==> src/rtl/snn_pkg.sv <==
// Shared definitions for the LIF spiking network and its readout blocks.
//   N_CH_DEF / CNT_W_DEF : default channel count and per-channel count width
//   WIN_CNT_W            : width of the decode window counter
//   count_vec_t          : packed per-channel count vector at the default sizes
package snn_pkg;

    localparam int unsigned N_CH_DEF  = 8;
    localparam int unsigned CNT_W_DEF = 8;
    localparam int unsigned WIN_CNT_W = 16;

    // Channel i occupies [i*CNT_W_DEF +: CNT_W_DEF].
    typedef logic [N_CH_DEF*CNT_W_DEF-1:0] count_vec_t;

endpackage

==> src/rtl/spike_rate_decoder_if.sv <==
// Result port of the spike rate decoder (valid/ready).
//   out_valid  : result available (driven by decoder)
//   out_ready  : consumer accepts result (driven by consumer)
//   out_counts : per-channel counts, channel i at [i*CNT_W +: CNT_W]
//   out_winner : index of the highest count (lowest index on ties)
//   out_tie    : highest count is shared by two or more channels
interface spike_rate_decoder_if
    import snn_pkg::*;
#(
    parameter int unsigned N_CH  = N_CH_DEF,
    parameter int unsigned CNT_W = CNT_W_DEF
) ();

    localparam int unsigned IDX_W = $clog2(N_CH);

    logic                    out_valid;
    logic                    out_ready;
    logic [N_CH*CNT_W-1:0]   out_counts;
    logic [IDX_W-1:0]        out_winner;
    logic                    out_tie;

    modport master (
        output out_valid,
        output out_counts,
        output out_winner,
        output out_tie,
        input  out_ready
    );

    modport slave (
        input  out_valid,
        input  out_counts,
        input  out_winner,
        input  out_tie,
        output out_ready
    );

endinterface

==> src/rtl/spike_rate_decoder_argmax.sv <==
// spike_argmax: combinational comparison tree over N_CH counts.
//   counts : packed counts, channel i at [i*CNT_W +: CNT_W]
//   winner : index of the maximum count, lowest index wins ties
//   tie    : the maximum is held by more than one channel
module spike_argmax
    import snn_pkg::*;
#(
    parameter int unsigned N_CH  = N_CH_DEF,
    parameter int unsigned CNT_W = CNT_W_DEF
) (
    input  logic [N_CH*CNT_W-1:0]    counts,
    output logic [$clog2(N_CH)-1:0]  winner,
    output logic                     tie
);

    localparam int unsigned IDX_W = $clog2(N_CH);
    localparam int unsigned N_PAD = 1 << IDX_W;

    logic [N_PAD*CNT_W-1:0] counts_pad;
    logic                   node_vld [N_PAD];
    logic [CNT_W-1:0]       node_val [N_PAD];
    logic [IDX_W-1:0]       node_idx [N_PAD];
    logic                   node_tie [N_PAD];

    // Leaves are padded to a power of two; padding nodes are marked invalid
    // so they never win and never create a false tie. Each level reduces
    // pairs in place: node j takes the better of nodes 2j and 2j+1, the
    // lower-index side winning on equality.
    always_comb begin
        logic eq;
        eq = 1'b0;
        counts_pad = '0;
        counts_pad[N_CH*CNT_W-1:0] = counts;
        for (int unsigned i = 0; i < N_PAD; i++) begin
            node_vld[i] = (i < N_CH);
            node_val[i] = counts_pad[i*CNT_W +: CNT_W];
            node_idx[i] = IDX_W'(i);
            node_tie[i] = 1'b0;
        end
        for (int unsigned w = N_PAD / 2; w > 0; w = w / 2) begin
            for (int unsigned j = 0; j < w; j++) begin
                if (node_vld[2*j+1] && (node_val[2*j+1] > node_val[2*j])) begin
                    node_vld[j] = node_vld[2*j+1];
                    node_val[j] = node_val[2*j+1];
                    node_idx[j] = node_idx[2*j+1];
                    node_tie[j] = node_tie[2*j+1];
                end else begin
                    eq = node_vld[2*j+1] && (node_val[2*j+1] == node_val[2*j]);
                    node_vld[j] = node_vld[2*j];
                    node_val[j] = node_val[2*j];
                    node_idx[j] = node_idx[2*j];
                    node_tie[j] = node_tie[2*j] | eq;
                end
            end
        end
        winner = node_idx[0];
        tie    = node_tie[0];
    end

endmodule

==> src/rtl/spike_rate_decoder.sv <==
// spike_rate_decoder: counts spikes per channel over a window of WIN_LEN
// enabled cycles and presents counts, winner and tie on a valid/ready port.
//   clk, rst_n : clock, synchronous active-low reset
//   en         : count enable (pauses window and channel counters when low)
//   spike_in   : one spike bit per channel
//   res        : result port (master side of spike_rate_decoder_if)
//   overrun    : sticky, set when a window result had to be dropped
module spike_rate_decoder
    import snn_pkg::*;
#(
    parameter int unsigned N_CH    = N_CH_DEF,
    parameter int unsigned CNT_W   = CNT_W_DEF,
    parameter int unsigned WIN_LEN = 255
) (
    input  logic                  clk,
    input  logic                  rst_n,
    input  logic                  en,
    input  logic [N_CH-1:0]       spike_in,
    spike_rate_decoder_if.master  res,
    output logic                  overrun
);

    localparam int unsigned      IDX_W    = $clog2(N_CH);
    localparam logic [CNT_W-1:0] CNT_MAX  = '1;
    localparam logic [WIN_CNT_W-1:0] WIN_LAST = WIN_CNT_W'(WIN_LEN - 1);

    logic [WIN_CNT_W-1:0]   win_cnt;
    logic [CNT_W-1:0]       cnt_q [N_CH];
    logic [N_CH*CNT_W-1:0]  cnt_next;
    logic [IDX_W-1:0]       win_idx;
    logic                   win_tie;
    logic                   win_end;
    logic                   out_free;
    logic                   load;

    // Next-state counts include the current cycle's spikes, so the window-end
    // cycle is counted in the result it produces.
    always_comb begin
        cnt_next = '0;
        for (int unsigned i = 0; i < N_CH; i++) begin
            if (en && spike_in[i] && (cnt_q[i] != CNT_MAX)) begin
                cnt_next[i*CNT_W +: CNT_W] = cnt_q[i] + 1'b1;
            end else begin
                cnt_next[i*CNT_W +: CNT_W] = cnt_q[i];
            end
        end
    end

    assign win_end  = en && (win_cnt == WIN_LAST);
    assign out_free = !res.out_valid || res.out_ready;
    assign load     = win_end && out_free;

    spike_argmax #(
        .N_CH  (N_CH),
        .CNT_W (CNT_W)
    ) u_argmax (
        .counts (cnt_next),
        .winner (win_idx),
        .tie    (win_tie)
    );

    // Window and channel counters; channels clear at window end whether the
    // result was loaded or dropped.
    always_ff @(posedge clk) begin
        if (!rst_n) begin
            win_cnt <= '0;
            for (int unsigned i = 0; i < N_CH; i++) begin
                cnt_q[i] <= '0;
            end
        end else if (en) begin
            win_cnt <= win_end ? '0 : win_cnt + 1'b1;
            for (int unsigned i = 0; i < N_CH; i++) begin
                cnt_q[i] <= win_end ? '0 : cnt_next[i*CNT_W +: CNT_W];
            end
        end
    end

    // Output register and handshake. A reload on the transfer cycle keeps
    // out_valid high with the new result.
    always_ff @(posedge clk) begin
        if (!rst_n) begin
            res.out_valid  <= 1'b0;
            res.out_counts <= '0;
            res.out_winner <= '0;
            res.out_tie    <= 1'b0;
            overrun        <= 1'b0;
        end else begin
            if (load) begin
                res.out_valid  <= 1'b1;
                res.out_counts <= cnt_next;
                res.out_winner <= win_idx;
                res.out_tie    <= win_tie;
            end else if (res.out_ready) begin
                res.out_valid  <= 1'b0;
            end
            if (win_end && !out_free) begin
                overrun <= 1'b1;
            end
        end
    end

endmodule
==> src/flat_wrapper.sv <==
// flat-port wrapper written by rule: the top's interface ports become plain ports
module spike_rate_decoder_flat import snn_pkg::*;
#(
    parameter int unsigned N_CH    = N_CH_DEF,
    parameter int unsigned CNT_W   = CNT_W_DEF,
    parameter int unsigned WIN_LEN = 255
)
  (clk, rst_n, en, spike_in, overrun, res_out_valid, res_out_counts, res_out_winner, res_out_tie, res_out_ready);
  spike_rate_decoder_if #(.N_CH(N_CH), .CNT_W(CNT_W)) res_i ();
  input  logic clk;
  input  logic rst_n;
  input  logic en;
  input  logic [N_CH-1:0] spike_in;
  output logic overrun;
  output wire logic [$bits(res_i.out_valid)-1:0] res_out_valid;
  output wire logic [$bits(res_i.out_counts)-1:0] res_out_counts;
  output wire logic [$bits(res_i.out_winner)-1:0] res_out_winner;
  output wire logic [$bits(res_i.out_tie)-1:0] res_out_tie;
  input wire logic [$bits(res_i.out_ready)-1:0] res_out_ready;
  assign res_out_valid = res_i.out_valid;
  assign res_out_counts = res_i.out_counts;
  assign res_out_winner = res_i.out_winner;
  assign res_out_tie = res_i.out_tie;
  assign res_i.out_ready = res_out_ready;
  spike_rate_decoder #(.N_CH(N_CH), .CNT_W(CNT_W), .WIN_LEN(WIN_LEN)) u_core (.clk(clk), .rst_n(rst_n), .en(en), .spike_in(spike_in), .res(res_i), .overrun(overrun));
endmodule
==> config.mk <==
export PLATFORM = sky130hd
export DESIGN_NAME = spike_rate_decoder_flat
export DESIGN_NICKNAME = d
export VERILOG_FILES = /design/src/rtl/snn_pkg.sv /design/src/rtl/spike_rate_decoder_if.sv /design/src/rtl/spike_rate_decoder_argmax.sv /design/src/rtl/spike_rate_decoder.sv /design/src/flat_wrapper.sv
export SDC_FILE = /design/constraint.sdc
export NUM_CORES = 1
export LEC_CHECK = 0
export CORE_AREA = 2 2 182 184
export DETAILED_ROUTE_END_ITERATION = 8
export DIE_AREA = 0 0 184 186
export DONT_BUFFER_PORTS = 1
export HOLD_SLACK_MARGIN = 0.02
export PLACE_DENSITY = 0.52
export SLEW_MARGIN = 20
export SYNTH_ARGS = -nofsm -noshare
export SYNTH_HDL_FRONTEND = slang
export SYNTH_SLANG_ARGS = --single-unit
==> constraint.sdc <==
create_clock -name clk -period 14.1 [get_ports clk]
set_input_delay 3.525 -clock clk [delete_from_list [all_inputs] [get_ports clk]]
set_output_delay 3.525 -clock clk [all_outputs]
set_load 0.02 [all_outputs]
# ---- After elaboration in Yosys (flattened, before gate mapping)
# Memories as Yosys holds them, arrays and structs flattened.
# Cells that the tools add are included.
dict set report totals {
  mem_count 1
  wordCells 124
  ram_bits 64
  reg_bits 86
}
dict set report classes {
  magnitude_cmp 7
  n_eq_ne 16
  add_sub_neg 9
  bitwise_logic 11
  n_reduce_logical 23
  muxes 51
}
# name depth width rd rd_ports_with_merged_regs write_ports line
set memory_table {}
lappend memory_table {u_core.cnt_q 8 8 8 0 8 spike_rate_decoder.sv:28} ;# logic [CNT_W-1:0] cnt_q [N_CH];
# op n
set ops {}
lappend ops {{$mux W8} 30}
lappend ops {{$add A8 B1 Y8 const B} 8}
lappend ops {{$ne A8 B8 Y1 const B} 8}
lappend ops {{$eq A8 B8 Y1} 7}
lappend ops {{$gt A8 B8 Y1} 7}
lappend ops {{$logic_and A1 B1 Y1} 19}
lappend ops {{$mux W1} 17}
lappend ops {{$add A16 B1 Y16 const B} 1}
lappend ops {{$eq A16 B8 Y1 const B} 1}
lappend ops {{$mux W16} 1}
lappend ops {{$or A1 B1 Y1} 11}
lappend ops {{$mux W2} 2}
lappend ops {{$mux W3} 1}
lappend ops {{$logic_not A1 Y1} 2}
lappend ops {{$reduce_bool A2 Y1} 1}
lappend ops {{$logic_or A1 B1 Y1} 1}

# ---- Depth between registers and ports, before layout
# An unclocked memory read counts as a cell.
dict set report logic_depth {
  ltp_word 11
  mapped_depth 37
  ltp_nobuf 33
}

# ---- Modules after synthesis
# A second synthesis with hierarchy kept.
dict set report unflattened {
  cells_unflattened 1011
  hier_area_um2 9142.5
}
# module n_inst area_per_inst_um2 cells_each seq_area_each_um2
set by_module_without_submodules {}
lappend by_module_without_submodules {spike_rate_decoder 1 7141.8 763 3643.5}
lappend by_module_without_submodules {spike_argmax 1 2000.7 248 0.0}

# ---- Least setup slack after synthesis
# OpenSTA, ideal clock, no wires.
dict set report synth_timing {
  kind {input port to flip-flop}
  start {input en}
  end {register u_core.res.out_winner[0]}
  cell_stages 34
  required_time_ns 13.985
  slack_ns 4.065
  setup_ns 0.115
  arrival_ns 9.920
  path_cell_list {buf_6 > buf_6 > clkbuf_1 > nand3_1 > nor2_1 > nand3b_1 > o21ai_0 > inv_1 > ha_1 > and3_1 > a221o_1 > a21oi_1 > o31a_1 > a2bb2oi_1 > o211ai_2 > buf_6 > mux2i_1 > ha_1 > nor2b_1 > o211ai_1 > a21oi_1 > a2111oi_0 > or2_2 > clkbuf_1 > clkbuf_1 > mux2i_1 > ha_1 > a2111oi_0 > o221ai_1 > o211a_1 > inv_1 > a31oi_1 > a221o_1 > o21ba_1}
}
dict set report synth_via {
  elab_chain_len 9
  word_cells_on_any_way 46
}
# element line
set synth_lines {}
lappend synth_lines {{from (decl)} flat_wrapper.sv:12} ;# input logic en;
lappend synth_lines {{$logic_and A1 B1 Y1 (*) (2 in series)} spike_rate_decoder.sv:41} ;# if (en && spike_in[i] && (cnt_q[i] != CNT_MAX)) begin
lappend synth_lines {{$mux W8 (*)} spike_rate_decoder.sv:41}
lappend synth_lines {{named net u_core.cnt_next[30]} spike_rate_decoder.sv:29} ;# logic [N_CH*CNT_W-1:0] cnt_next;
lappend synth_lines {{$gt A8 B8 Y1} spike_rate_decoder_argmax.sv:42} ;# if (node_vld[2*j+1] && (node_val[2*j+1] > node_val[2*j])) begin
lappend synth_lines {{$mux W8} spike_rate_decoder_argmax.sv:42}
lappend synth_lines {{$gt A8 B8 Y1} spike_rate_decoder_argmax.sv:42}
lappend synth_lines {{$mux W8} spike_rate_decoder_argmax.sv:42}
lappend synth_lines {{$gt A8 B8 Y1} spike_rate_decoder_argmax.sv:42}
lappend synth_lines {{$mux W3 (*)} spike_rate_decoder_argmax.sv:42}
lappend synth_lines {{to (signal assigned)} spike_rate_decoder.sv:91} ;# res.out_winner <= win_idx;
lappend synth_lines {{to (decl)} spike_rate_decoder_if.sv:25} ;# output out_winner,
# Mark *: on every way through the listed nets, which the timed path passes. The rest lies on a longest branch.
# A chain may end at the register's enable or synchronous reset.

# ---- Final worst setup path
# Same ends and word-level chain as after synthesis.

==> flow_metrics.py <==
metrics = {
    "run_status": {
        "outcome": "completed",
    },
    "floorplanning": {
        "dieArea_sq_um": 34200,
        "core_area_sq_um": 32200,
        "row_count": 66,
        "start_util": 0.278,
        "io_pins": 82,
        "die_h_microns": 186,
        "die_w_microns": 184,
    },
    "cells_and_area": {
        "nFillCells": 3344,
        "utilization": 0.307,
        "nets": 1000,
        "area_delta_synth_final_pct": 10.5,
        "num_antenna_cells": 0,
        "final_layout_size_suffix_gt1_frac": 0.0796,
    },
    "cts": {
        "cts-resized-gates": 0,
        "cts_setup_buffers": 0,
        "cts_htree_levels": 4,
        "clk_latency_ns": 0.43,
        "clkSinkCount": 150,
        "clkTransAtPathRegs_ns": 0.07,
        "cts_buffers": 17,
        "tritoncts": "yes",
        "ctsHoldBuffers": 0,
        "root_buffer": "clkbuf_16",
        "clockBufferDepth": 2,
    },
    "yosys": {
        "synth_top_cell_area_share": 0.215,
        "yosys.area_share.simple": 0.192,
        "syn-cell-area_sq_um": 8940,
        "syn_inst": 944,
        "synth_edf_count": 64,
        "async_flop_share": 0,
        "synth-adder-area-share": 0.0826,
        "synth_xor_area_frac": 0.0597,
        "synth_compound_area_frac": 0.162,
        "seq_area_frac_synth": 0.407,
        "yosys.area.top_type": "edfxtp_1",
        "ys_ff_latch": 150,
        "synth_ff_type": "dfxtp_1",
        "synth_nets": 1015,
        "ys_top_cells_by_count": "112 x nor2_1, 110 x nand2_1, 86 x dfxtp_1",
        "synthTopCellsByArea": "edfxtp_1 21%, dfxtp_1 19%, ha_1 8.3%, o211a_1 6.2%, nor2_1 4.7%",
        "yosysMostFrequentCell": "nor2_1",
        "yosys_warnings": 0,
        "synthDistinctLibCells": 69,
        "avgSynthCellArea_sq_um": 9.47,
        "synthMuxAreaShare": 0.0568,
        "synth_top_family_by_area": "simple AND/OR/NAND/NOR gates",
    },
    "worst_setup_path": {
        "cp-end-kind": "flip-flop",
        "cp-start-kind": "primary input",
        "cpMostUsedCell": "ha_1",
        "crit_buf_inv": 2,
        "cp_slowest_cell": "a2111oi_0",
        "cp_max_fo": 32,
        "crit_family": "compound AO/OA/AOI/OAI gates",
        "arrival_ns": 10.51,
        "critPathKind": "primary input to flip-flop",
        "critPathRequiredTime_ns": 14.43,
        "max_stage_delay_ns": 0.59,
    },
    "grt": {
        "antenna_found_initial": 0,
        "grt_max_degree": 73,
        "grt_overflow_total": 0,
        "grtUsageTotal": 0.136,
        "grt_pass1_vias": 6516,
        "grt_pass1_wl_mm": 36.2,
    },
    "power": {
        "leakage_nw": 4.46,
        "power.density_nw_per_um2": 125,
        "ir_worst_vdd_mv": 0.0877,
    },
    "route": {
        "drc": 0,
        "post_drt_wl_per_cell_microns": 16.7,
        "ant_nets": 0,
        "drt_iter0_drc": 434,
        "drt_pass1_iterations": 5,
        "viasPerCell": 5.05,
        "num_vias": 6815,
        "routed_wl_mm": 22.5,
    },
    "sta": {
        "skew_ns": 0.0100,
        "min_period_over_period": 0.722,
        "period_minus_slack_ns": 10.17,
        "hold_viol": 0,
        "maxSlewViolCount": 0,
        "final-setup-viol-count": 0,
        "grt_setup_unrepaired": "false",
        "worstMarginPinSlew_ns": 0.963,
        "relSlewSlack": 0.356,
        "clock.fmax_ghz": 0.0983,
        "setup_tns_ns": 0,
        "whs_ns": 0.497,
    },
    "hold_path": {
        "hp-class": "flip-flop to flip-flop",
    },
    "placed_design": {
        "finalWeightedCongestion": 0.858,
        "numPortBuffers": 0,
        "hpwl_mm": 16.4,
    },
    "flow_run": {
        "drv_cap": 0,
    },
}
[power breakdown]
group,switching [mW],total [mW],leakage [nW],internal (mW)
clock network,0.195,0.438,0.277,0.242
registers,0.0143,0.483,1.40,0.469
logic,0.187,0.310,2.78,0.123
[flip-flops by register name (all words and copies together) (netlist names)]
register and count:
u_core.res.out_tie 1, u_core.res.out_winner 3, u_core.win_cnt 16, u_core.res.out_valid 1, u_core.cnt_q 64, u_core.overrun 1, u_core.res.out_counts 64
[layout make-up]
| type | count | area, sq um | share of cell area |
|---|---|---|---|
| Sequential cell | 150 | 3640 | 0.369 |
| Inverter | 46 | 173 | 0.0175 |
| Clock buffer | 20 | 468 | 0.0474 |
| Tap cell | 408 | 510 | 0.0517 |
| Timing Repair Buffer | 5 | 37.5 | 0.00380 |
| Clock inverter | 12 | 91.3 | 0.00925 |
| Multi-Input combinational cell | 709 | 4960 | 0.502 |
[worst paths after layout]
check / cells after the start / startpoint / slack (ns) / end
hold reg to reg: 2 / u_core.win_cnt[15] / 0.50 / u_core.win_cnt[15]
setup reg to reg: 30 / u_core.cnt_q[0][24] / 6.20 / u_core.res.out_winner[0]
hold / removal: 2 / u_core.win_cnt[15] / 0.50 / u_core.win_cnt[15]
setup / recovery: 28 / en / 3.93 / u_core.res.out_winner[0]
[cell usage in the layout, fill, tap and decap left out, types with 5 or more instances in the layout]
| master | count |
|---|---|
| o211ai_2 | 5 |
| mux2i_1 | 33 |
| nand4_1 | 23 |
| o211a_1 | 55 |
| a21o_1 | 6 |
| and2_1 | 12 |
| or2_2 | 5 |
| o21ai_1 | 6 |
| a21oi_1 | 19 |
| xnor2_1 | 31 |
| nand3_1 | 30 |
| and3_1 | 21 |
| nand2b_1 | 5 |
| dfxtp_1 | 86 |
| o211ai_1 | 6 |
| mux2_2 | 12 |
| clkbuf_16 | 18 |
| inv_1 | 46 |
| and4_1 | 5 |
| nor2_1 | 111 |
| o21ai_0 | 29 |
| ha_1 | 59 |
| or3_1 | 6 |
| nor3_1 | 17 |
| buf_4 | 5 |
| edfxtp_1 | 64 |
| nand2_1 | 110 |
| xor2_1 | 30 |
| a31oi_1 | 7 |
[kinds of logic (layout without fill, tap and decap cells)]
group | after synthesis | in the layout
adder cells (fa/ha/maj) | 59 | 59
flip-flops | 150 | 150
AO/OA/AOI/OAI | 175 | 175
multiplexers | 48 | 48
AND/OR/NAND/NOR | 366 | 366
buffers and inverters | 85 | 83
XOR/XNOR | 61 | 61
[per-layer routing]
metal | GRT usage | vias to the layer above | share of wire
met5 | 0 | - | 0
met4 | 0.0458 | 0 | 0.014
met3 | 0.0387 | 18 | 0.059
met2 | 0.226 | 105 | 0.48
met1 | 0.169 | 3295 | 0.45
li1 | - | 3397 | -
[worst min-delay path: cells and delay by family, from the launching register on]
family | cells | cell delay (ns)
flip-flops | 1 | 0.32
AO/OA/AOI/OAI | 2 | 0.13
[stage by stage]
step / power, mW / cells / area, sq um / setup WS [ns]
final: 1.23 / 1350 / 9880 / 3.93
after global routing: 1.30 / 1350 / 9880 / 3.10
after CTS: 1.24 / 1350 / 9880 / 3.97
after detailed placement: 0.801 / 1318 / 9320 / 3.56
after global placement: 0.798 / 1318 / 9320 / 3.73
after floorplan: 0.737 / 944 / 8940 / 4.06
Note: power is estimated with default switching activity, not from simulation.
